[config.mk]
export PLATFORM = sky130hd
export DESIGN_NAME = alarm_sequencer_flat
export DESIGN_NICKNAME = d
export VERILOG_FILES = /design/src/rtl/alarm_sequencer_if.sv /design/src/rtl/alarm_sequencer.sv /design/src/flat_wrapper.sv
export SDC_FILE = /design/constraint.sdc
export NUM_CORES = 1
export LEC_CHECK = 0
export ABC_CLOCK_PERIOD_IN_PS = 1820
export CAP_MARGIN = 10
export CORE_MARGIN = 5
export CORE_UTILIZATION = 35
export DETAILED_ROUTE_END_ITERATION = 7
export HOLD_SLACK_MARGIN = 0.05
export PLACE_DENSITY = 0.64
export RECOVER_POWER = 25
export SLEW_MARGIN = 0
export SYNTH_ARGS = -nofsm -noshare
export SYNTH_HDL_FRONTEND = slang
export SYNTH_SLANG_ARGS = --single-unit
[constraint.sdc]
create_clock -name clk -period 1.82 [get_ports clk]
set_input_delay 0.364 -clock clk [delete_from_list [all_inputs] [get_ports clk]]
set_output_delay 0.364 -clock clk [all_outputs]
set_load 0.01 [all_outputs]
[src/rtl/alarm_sequencer_if.sv]
// alarm_sequencer_if
//   Signal bundle between the alarm sequencer and its neighbours.
//   master : drives time/button inputs, observes sequencer outputs
//   slave  : the sequencer itself
//   Signals:
//     tick_1s     one-clk pulse per second
//     cur_time    running time, BCD {h1,h0,m1,m0}
//     alarm_en    alarm enable switch (level)
//     btn_mode    debounced one-clk pulse
//     btn_inc     debounced one-clk pulse
//     btn_snooze  debounced one-clk pulse
//     alarm_time  stored alarm time, BCD
//     set_time    value for the counters to load, BCD
//     set_load    one-clk load strobe for the counters
//     ring        alarm sounding
//     disp_sel    0 = cur_time, 1 = alarm_time, 2 = set_time
//     state_o     current FSM state (debug)
interface alarm_sequencer_if;
    logic        tick_1s;
    logic [15:0] cur_time;
    logic        alarm_en;
    logic        btn_mode;
    logic        btn_inc;
    logic        btn_snooze;
    logic [15:0] alarm_time;
    logic [15:0] set_time;
    logic        set_load;
    logic        ring;
    logic [1:0]  disp_sel;
    logic [2:0]  state_o;

    modport master (
        output tick_1s, cur_time, alarm_en, btn_mode, btn_inc, btn_snooze,
        input  alarm_time, set_time, set_load, ring, disp_sel, state_o
    );

    modport slave (
        input  tick_1s, cur_time, alarm_en, btn_mode, btn_inc, btn_snooze,
        output alarm_time, set_time, set_load, ring, disp_sel, state_o
    );
endinterface

[src/rtl/alarm_sequencer.sv]
// alarm_sequencer
//   Control FSM for the alarm clock: alarm-time entry, current-time entry,
//   alarm match, and the ring / snooze / dismiss cycle.
//   Ports:
//     clk  system clock
//     rst  asynchronous, active-high reset
//     bus  alarm_sequencer_if.slave (time, switches, buttons in;
//          alarm_time, set_time, set_load, ring, disp_sel, state_o out)
//   Parameters:
//     ALARM_DEFAULT   reset value of alarm_time (BCD hhmm)
//     SNOOZE_MIN      snooze length in minutes (1..15)
//     RING_TIMEOUT_S  seconds of ringing before auto-dismiss (1..255)
//     MAX_SNOOZE      snooze limit (only with SNOOZE_LIMIT_EN)
//   Optional feature macro: SNOOZE_LIMIT_EN
//     defined   : snoozes per alarm are counted; once MAX_SNOOZE is reached
//                 btn_snooze dismisses instead of snoozing
//     undefined : unlimited snoozes, no counter
module alarm_sequencer #(
    parameter logic [15:0] ALARM_DEFAULT  = 16'h0700,
    parameter int unsigned SNOOZE_MIN     = 5,
    parameter int unsigned RING_TIMEOUT_S = 60,
    parameter int unsigned MAX_SNOOZE     = 3
) (
    input  logic              clk,
    input  logic              rst,
    alarm_sequencer_if.slave  bus
);

    typedef enum logic [2:0] {
        IDLE   = 3'd0,
        SET_AH = 3'd1,
        SET_AM = 3'd2,
        SET_TH = 3'd3,
        SET_TM = 3'd4,
        RING   = 3'd5,
        SNOOZE = 3'd6
    } state_t;

    localparam logic [9:0] SNOOZE_LOAD = 10'(SNOOZE_MIN * 60);
    localparam logic [7:0] RING_LAST   = 8'(RING_TIMEOUT_S - 1);

    state_t      state, state_nxt;
    logic [15:0] alarm_q;
    logic [15:0] set_q;
    logic        set_load_q;
    logic        ring_q;
    logic [1:0]  disp_q;
    logic        fired;
    logic [7:0]  ring_tmr;
    logic [9:0]  snz_cnt;
    logic        match;
    logic        snz_exhausted;

    // BCD hours 00..23, wrapping to 00 (also recovers from out-of-range input)
    function automatic logic [7:0] bcd_inc_hour(input logic [7:0] h);
        if (h >= 8'h23)
            return 8'h00;
        else if (h[3:0] >= 4'd9)
            return {h[7:4] + 4'd1, 4'd0};
        else
            return {h[7:4], h[3:0] + 4'd1};
    endfunction

    // BCD minutes 00..59, wrapping to 00 with no carry out
    function automatic logic [7:0] bcd_inc_min(input logic [7:0] m);
        if (m >= 8'h59)
            return 8'h00;
        else if (m[3:0] >= 4'd9)
            return {m[7:4] + 4'd1, 4'd0};
        else
            return {m[7:4], m[3:0] + 4'd1};
    endfunction

    assign match = bus.alarm_en && (bus.cur_time == alarm_q);

`ifdef SNOOZE_LIMIT_EN
    localparam int unsigned SC_W = (MAX_SNOOZE > 3) ? $clog2(MAX_SNOOZE + 1) : 2;
    logic [SC_W-1:0] snz_num;
    assign snz_exhausted = (snz_num == SC_W'(MAX_SNOOZE));
`else
    assign snz_exhausted = 1'b0;
`endif

    always_comb begin
        state_nxt = state;
        case (state)
            IDLE: begin
                // an alarm match outranks a mode press in the same cycle
                if (match && !fired)
                    state_nxt = RING;
                else if (bus.btn_mode)
                    state_nxt = SET_AH;
            end
            SET_AH: if (bus.btn_mode) state_nxt = SET_AM;
            SET_AM: if (bus.btn_mode) state_nxt = SET_TH;
            SET_TH: if (bus.btn_mode) state_nxt = SET_TM;
            SET_TM: if (bus.btn_mode) state_nxt = IDLE;
            RING: begin
                if (!bus.alarm_en || bus.btn_mode)
                    state_nxt = IDLE;
                else if (bus.btn_snooze)
                    state_nxt = snz_exhausted ? IDLE : SNOOZE;
                else if (bus.tick_1s && ring_tmr == RING_LAST)
                    state_nxt = IDLE;
            end
            SNOOZE: begin
                if (!bus.alarm_en || bus.btn_mode)
                    state_nxt = IDLE;
                else if (bus.tick_1s && snz_cnt == 10'd1)
                    state_nxt = RING;
            end
            default: state_nxt = IDLE;
        endcase
    end

    always_ff @(posedge clk or posedge rst) begin
        if (rst) begin
            state      <= IDLE;
            alarm_q    <= ALARM_DEFAULT;
            set_q      <= '0;
            set_load_q <= 1'b0;
            ring_q     <= 1'b0;
            disp_q     <= '0;
            fired      <= 1'b0;
            ring_tmr   <= '0;
            snz_cnt    <= '0;
`ifdef SNOOZE_LIMIT_EN
            snz_num    <= '0;
`endif
        end else begin
            state <= state_nxt;

            // outputs are registered from the next state so they line up
            // with state_o in the same cycle
            ring_q     <= (state_nxt == RING);
            set_load_q <= (state == SET_TM) && (state_nxt == IDLE);
            case (state_nxt)
                SET_AH, SET_AM: disp_q <= 2'd1;
                SET_TH, SET_TM: disp_q <= 2'd2;
                default:        disp_q <= 2'd0;
            endcase

            // mode wins over inc in the same cycle
            if (bus.btn_inc && !bus.btn_mode) begin
                case (state)
                    SET_AH:  alarm_q[15:8] <= bcd_inc_hour(alarm_q[15:8]);
                    SET_AM:  alarm_q[7:0]  <= bcd_inc_min(alarm_q[7:0]);
                    SET_TH:  set_q[15:8]   <= bcd_inc_hour(set_q[15:8]);
                    SET_TM:  set_q[7:0]    <= bcd_inc_min(set_q[7:0]);
                    default: ;
                endcase
            end

            if (state == SET_AM && bus.btn_mode)
                set_q <= bus.cur_time;

            // entering RING marks the minute as used; any minute change re-arms
            if (state_nxt == RING && state != RING)
                fired <= 1'b1;
            else if (bus.cur_time != alarm_q)
                fired <= 1'b0;

            if (state_nxt == RING && state != RING)
                ring_tmr <= '0;
            else if (state == RING && bus.tick_1s)
                ring_tmr <= ring_tmr + 8'd1;

            if (state == RING && state_nxt == SNOOZE)
                snz_cnt <= SNOOZE_LOAD;
            else if (state == SNOOZE && bus.tick_1s && snz_cnt != '0)
                snz_cnt <= snz_cnt - 10'd1;

`ifdef SNOOZE_LIMIT_EN
            if (state_nxt == IDLE && state != IDLE)
                snz_num <= '0;
            else if (state == RING && state_nxt == SNOOZE)
                snz_num <= snz_num + 1'b1;
`endif
        end
    end

    assign bus.alarm_time = alarm_q;
    assign bus.set_time   = set_q;
    assign bus.set_load   = set_load_q;
    assign bus.ring       = ring_q;
    assign bus.disp_sel   = disp_q;
    assign bus.state_o    = state;

endmodule

[src/flat_wrapper.sv]
// flat-port wrapper written by rule: the top's interface ports become plain ports
module alarm_sequencer_flat 
#(
    parameter logic [15:0] ALARM_DEFAULT  = 16'h0700,
    parameter int unsigned SNOOZE_MIN     = 5,
    parameter int unsigned RING_TIMEOUT_S = 60,
    parameter int unsigned MAX_SNOOZE     = 3
)
  (clk, rst, bus_tick_1s, bus_cur_time, bus_alarm_en, bus_btn_mode, bus_btn_inc, bus_btn_snooze, bus_alarm_time, bus_set_time, bus_set_load, bus_ring, bus_disp_sel, bus_state_o);
  alarm_sequencer_if bus_i ();
  input  logic clk;
  input  logic rst;
  input wire logic [$bits(bus_i.tick_1s)-1:0] bus_tick_1s;
  input wire logic [$bits(bus_i.cur_time)-1:0] bus_cur_time;
  input wire logic [$bits(bus_i.alarm_en)-1:0] bus_alarm_en;
  input wire logic [$bits(bus_i.btn_mode)-1:0] bus_btn_mode;
  input wire logic [$bits(bus_i.btn_inc)-1:0] bus_btn_inc;
  input wire logic [$bits(bus_i.btn_snooze)-1:0] bus_btn_snooze;
  output wire logic [$bits(bus_i.alarm_time)-1:0] bus_alarm_time;
  output wire logic [$bits(bus_i.set_time)-1:0] bus_set_time;
  output wire logic [$bits(bus_i.set_load)-1:0] bus_set_load;
  output wire logic [$bits(bus_i.ring)-1:0] bus_ring;
  output wire logic [$bits(bus_i.disp_sel)-1:0] bus_disp_sel;
  output wire logic [$bits(bus_i.state_o)-1:0] bus_state_o;
  assign bus_i.tick_1s = bus_tick_1s;
  assign bus_i.cur_time = bus_cur_time;
  assign bus_i.alarm_en = bus_alarm_en;
  assign bus_i.btn_mode = bus_btn_mode;
  assign bus_i.btn_inc = bus_btn_inc;
  assign bus_i.btn_snooze = bus_btn_snooze;
  assign bus_alarm_time = bus_i.alarm_time;
  assign bus_set_time = bus_i.set_time;
  assign bus_set_load = bus_i.set_load;
  assign bus_ring = bus_i.ring;
  assign bus_disp_sel = bus_i.disp_sel;
  assign bus_state_o = bus_i.state_o;
  alarm_sequencer #(.ALARM_DEFAULT(ALARM_DEFAULT), .SNOOZE_MIN(SNOOZE_MIN), .RING_TIMEOUT_S(RING_TIMEOUT_S), .MAX_SNOOZE(MAX_SNOOZE)) u_core (.clk(clk), .rst(rst), .bus(bus_i));
endmodule
==> results.cfg, run 1 <==
[placed_design]
place_hpwl_um = 7590
placement.io_buffers = 61
place_ws_ns = -0.635
routabilityCongestion = 0.902

[sta]
rsz0062_at_grt = yes
worst_pin_slew_ns = 0.807
maxSlewHeadroom_pct = 46.2
min_period_over_period_pct = 109
slew_violations = 0
fmax_ghz = 0.503
skew_ns = 0.0142
setup-violations-final = 28
tns_ns = -3.05
fin_ws_ns = -0.170
min_period_ns = 1.99
hold_viol_final = 0

[logic_synthesis]
synthCells = 379
yosysSeqAreaShare_pct = 41.0
synth_cell_type_count = 63
avgSynthCellArea_um2 = 9.37
ys_seq_elements = 58
synth_edf_count = 0
syn_nets = 426
synth_area_um2 = 3550
ys_warn_count = 0
synthFlopType = dfrtp_1
async_flop_share_pct = 100

[critical_path]
cp-end-kind = flip-flop
r2r_slack_ns = -0.17
worstPathArrival_ns = 2.21
worst_ep_required_time_ns = 2.04
crit_path_max_fanout = 5
cp-start-kind = flip-flop
worst-setup-path-type = reg -> reg

[drt]
drtIter0Drc = 184
drc = 0
drt-met1-wl_um = 4600
via_count = 3527
drt_pass1_iterations = 4
drt-total-wl_um = 10500
highest_layer = met4
drtAntennaViolNets = 0
met3WireLength_um = 597
drt-vias-per-instance = 5.09
post_drt_wl_per_cell_um = 15.2
wl_met2_um = 5130

[cts]
cts.sinks = 58
max-clock-path-buffers = 2
clk_latency_ns = 0.35
cts_tree = yes
ctsHtreeMaxLevel = 3
path_clk_slew_ns = 0.07
root_buffer = clkbuf_8
cts_buffers = 9
hold_buffers = 0

[power_and_ir_drop]
ir_worst_vdd_v = 0.000751
p_switching_mw = 3.30
clkPwrFrac_pct = 18.0
combPwrFrac_pct = 56.6
power_density_nw_per_um2 = 1500
p_sw_share_pct = 38.4
p_leak_nw = 2.71
power.internal_mw = 5.30
design_power_total_mw = 8.60
seqPwrFrac_pct = 25.4

[cells_and_area]
final_net_count = 602
drive_above_1_share_pct = 33.4
insertedDiodeCount = 0
multi_input_area_um2 = 2220
area_growth_syn_to_layout_pct = 60.9
fillers = 850
regArea_um2 = 1460

[min_path]
hold_class = reg -> reg

[job]
drv_cap = 0

[global_route]
grt_pass1_vias = 3486
track_usage_pct = 16.7
grt_max_degree = 59
grt_pass1_wl_um = 17000
overflow = 0
grt_antenna_before_repair = 0

[floorplanning]
die_h_um = 111
start_util_pct = 36.2
io_pins = 62
core-area_um2 = 9820
die_x_um = 111
die_area_um2 = 12300
rows = 36

[run_status]
violations = negative setup slack
status = finished, violations left
-- final cells by class --
type | count | share of cell area (%)
Multi-Input combinational cell | 285 | 38.8
Inverter | 25 | 1.64
Clock inverter | 5 | 1.75
Tap cell | 133 | 2.91
Sequential cell | 58 | 25.5
Clock buffer | 11 | 2.65
Timing Repair Buffer | 176 | 26.7
-- power by group through the flow --
| stage | sequential (mW) | combinational, mW | clock, mW |
|---|---|---|---|
| floorplan | 2.42 | 1.76 | 0 |
| global placement | 2.16 | 4.01 | 0 |
| detailed placement | 2.18 | 4.12 | 0 |
| CTS | 2.17 | 4.42 | 1.56 |
| global route | 2.24 | 5.29 | 1.63 |
| finish | 2.18 | 4.87 | 1.55 |
-- timing repair --
action / in CTS / in global routing
gates resized for setup: 39 / 48
setup buffers: 10 / 12
setup endpoints to repair: 40 / 49
pin swaps: 15 / 21
gates cloned: 1 / 0
-- cells in the mapped netlist, types with 2 or more instances --
master | instances | area, µm²
nor3b_1 | 3 | 22.5
nor4_1 | 4 | 25.0
nand2b_1 | 2 | 12.5
clkbuf_1 | 4 | 15.0
o31ai_1 | 5 | 37.5
a211oi_1 | 3 | 22.5
nand4_1 | 10 | 62.6
o21ai_1 | 2 | 10.0
and2_1 | 3 | 18.8
and3_1 | 6 | 37.5
nor2b_1 | 8 | 50.1
dfstp_2 | 3 | 78.8
mux2i_1 | 2 | 20.0
or2_2 | 2 | 12.5
a22oi_1 | 3 | 22.5
xnor2_1 | 24 | 210
a22o_1 | 5 | 43.8
nand3_1 | 11 | 55.1
nor4_2 | 2 | 25.0
nor3_1 | 7 | 35.0
o21a_1 | 3 | 22.5
o22ai_1 | 2 | 12.5
a32oi_1 | 2 | 17.5
inv_1 | 25 | 93.8
o211ai_1 | 2 | 15.0
o21ai_0 | 24 | 120
nand2_1 | 42 | 158
dfrtp_1 | 55 | 1380
buf_2 | 6 | 30.0
ha_1 | 24 | 300
a21oi_1 | 9 | 45.0
a41oi_1 | 2 | 17.5
nor2_1 | 36 | 135
xor2_1 | 9 | 78.8
-- cells by family after synthesis --
family	Yosys count	share of synthesized area [%]
simple gates	147	22.1
compound gates	77	15.2
flops	58	41.0
buf+inv	37	4.23
xor+xnor	33	8.14
fa+ha+maj	24	8.45
mux	3	0.881
-- per-layer routing --
| metal | global-route usage [%] | up-vias |
|---|---|---|
| met1 | 21.5 | 1698 |
| li1 | - | 1681 |
| met2 | 27.5 | 124 |
| met3 | 3.66 | 24 |
| met5 | 0 | - |
| met4 | 6.40 | 0 |
-- through the flow --
| step | instance area (µm²) | instances | utilization, % | hold WS, ns |
|---|---|---|---|---|
| after floorplan | 3560 | 379 | - | 0.474 |
| after global placement | 5010 | 654 | 51.0 | 0.491 |
| after detailed placement | 5010 | 654 | 51.0 | 0.503 |
| after CTS | 5450 | 681 | 55.5 | 0.413 |
| after global routing | 5710 | 693 | 58.2 | 0.530 |
| final | 5710 | 693 | 58.2 | 0.516 |
-- state kept, by name (all words and copies together) (netlist names) --
name                   flops
u_core.bus.alarm_time     16
u_core.bus.disp_sel        2
u_core.bus.ring            1
u_core.bus.set_load        1
u_core.bus.set_time       16
u_core.bus.state_o         3
u_core.fired               1
u_core.ring_tmr            8
u_core.snz_cnt            10
-- cell usage in the layout (no fill, tap or decap), types with 11 or more instances in the layout --
cell,n
ha_1,23
clkbuf_8,11
inv_1,23
dfrtp_1,53
nor2_1,33
nand2_1,40
o21ai_0,13
clkdlybuf4s50_1,44
xnor2_1,23
buf_4,104
-- critical path, stage by stage, from the launching register on --
cell and delay, ns:
dfrtp_1 0.39, or4_4 0.56, nor4_4 0.32, a41oi_4 0.21, o21ai_4 0.28, o21ai_1 0.10
-- final timing paths --
kind,startpoint,depth (start not counted),end
max in group asynchronous,rst,3,u_core.bus.alarm_time[1]
min in group asynchronous,rst,3,u_core.bus.alarm_time[0]
worst min register to register,u_core.fired,1,u_core.fired
worst max-delay path,u_core.snz_cnt[6],5,u_core.ring_tmr[0]
worst max register to register,u_core.snz_cnt[6],5,u_core.ring_tmr[0]
worst min-delay path,u_core.fired,1,u_core.fired
Note: power is estimated with default switching activity, not from simulation.
==> run 2, diff against run 1 <==
CTS_BUF_LIST = sky130_fd_sc_hd__clkbuf_4   (was default)
==> results.cfg, run 2 (synthesis gave the netlist of run 1 again) <==
[power_and_ir_drop]
p_sw_share_pct = 39.3
p_leak_nw = 2.73
power.internal_mw = 4.93
design_power_total_mw = 8.12
ir_worst_vdd_v = 0.000751
clkPwrFrac_pct = 14.7
combPwrFrac_pct = 58.4
p_switching_mw = 3.19
power_density_nw_per_um2 = 1440
seqPwrFrac_pct = 26.9

[placed_design]
placed_cell_area_um2 = 5010
routabilityCongestion = 0.902
place_ws_ns = -0.635
placement.io_buffers = 61
place_hpwl_um = 7590
dpl.cell_count = 654

[sta]
fin_ws_ns = -0.179
worst_pin_slew_ns = 0.822
maxSlewHeadroom_pct = 45.2
min_period_over_period_pct = 110
slew_violations = 0
setup-violations-final = 28
skew_ns = 0.0235
holdWs_ns = 0.525
hold_viol_final = 0
tns_ns = -2.96
min_period_ns = 2.00
rsz0062_at_grt = yes
fmax_ghz = 0.500

[critical_path]
cpPeakStageDelay_ns = 0.40
crit_path_max_fanout = 4
cp-start-kind = flip-flop
worst-setup-path-type = reg -> reg
worstPathArrival_ns = 2.35
cp-end-kind = flip-flop
path_buf_inv = 3
slowest_stage = dfrtp_1
cp_top_family = simple AND/OR/NAND/NOR gates
worst_ep_required_time_ns = 2.17
crit_top_cell = buf_4
worstPathCellList = buf_6 -> nor4bb_4 -> buf_4 -> a2111oi_4 -> nand4_1 -> buf_4 -> nor2b_2 -> a221o_1

[global_route]
grt_pass1_vias = 3479
grt_antenna_before_repair = 0
grt_pass1_wl_um = 16900
track_usage_pct = 16.6
overflow = 0
grt_max_degree = 59

[cells_and_area]
regArea_um2 = 1460
fillers = 861
area_growth_syn_to_layout_pct = 58.5
insertedDiodeCount = 0
final_cells = 699
layout_common_cells = 112 x buf_4, 48 x dfrtp_1, 41 x nand2_1
multi_input_area_um2 = 2180
fin_area_um2 = 5630
finalCoreUtilization_pct = 57.3
drive_above_1_share_pct = 34.6
final_common_cell = buf_4
final_net_count = 608

[run_status]
status = finished, violations left
violations = negative setup slack

[drt]
drt-total-wl_um = 10400
drtAntennaViolNets = 0
post_drt_wl_per_cell_um = 14.9
drt-vias-per-instance = 5.05
drt_pass1_iterations = 4
drc = 0
drtIter0Drc = 144
via_count = 3531

[cts]
hold_buffers = 0
cts_buffers = 9
clk_latency_ns = 0.41
cts.sinks = 58
cts_tree = yes
root_buffer = clkbuf_4
ctsHtreeMaxLevel = 3
path_clk_slew_ns = 0.11
max-clock-path-buffers = 2

[job]
drv_cap = 0

[floorplanning]
core-area_um2 = 9820
die_area_um2 = 12300
rows = 36
die_x_um = 111
start_util_pct = 36.2
io_pins = 62
die_h_um = 111

[min_path]
hold_class = reg -> reg
-- run 2: what timing repair did --
item,in CTS,in global routing
setup buffers,15,14
setup endpoints to repair,54,47
pin swaps,17,20
resized for setup,49,46
gates cloned,1,0
-- run 2: layout make-up --
type / count / share of cell area, %
inverters: 25 / 1.67
flip-flops and latches: 58 / 26.0
well taps: 133 / 2.96
clock inverters: 7 / 1.91
repair buffers: 182 / 27.5
clock buffers: 9 / 1.20
multi-input cells: 285 / 38.7
-- run 2: power groups by stage --
stage               clock network [mW]  logic (mW)  registers (mW)
global route                      1.29        5.16            2.24
global placement                     0        4.01            2.16
finish                            1.19        4.74            2.19
detailed placement                   0        4.12            2.18
CTS                               1.23        4.33            2.16
floorplan                            0        1.76            2.42
-- run 2: metal layers --
metal	GRT usage [%]	vias up	wire [µm]
met4	5.58	0	237
met3	3.82	28	496
met5	0	-	0
li1	-	1698	-
met1	21.2	1705	4630
met2	27.8	100	5080
-- run 2: worst paths after layout --
check / from / to / slack (ns) / cells past startpoint
min reg2reg: u_core.fired / u_core.fired / 0.52 / 1
max reg2reg: u_core.bus.state_o[1] / u_core.bus.set_time[3] / -0.18 / 8
max: u_core.bus.state_o[1] / u_core.bus.set_time[3] / -0.18 / 8
min in group asynchronous: rst / u_core.bus.alarm_time[3] / 0.64 / 3
min: u_core.fired / u_core.fired / 0.52 / 1
max in group asynchronous: rst / u_core.bus.set_time[6] / 0.58 / 3
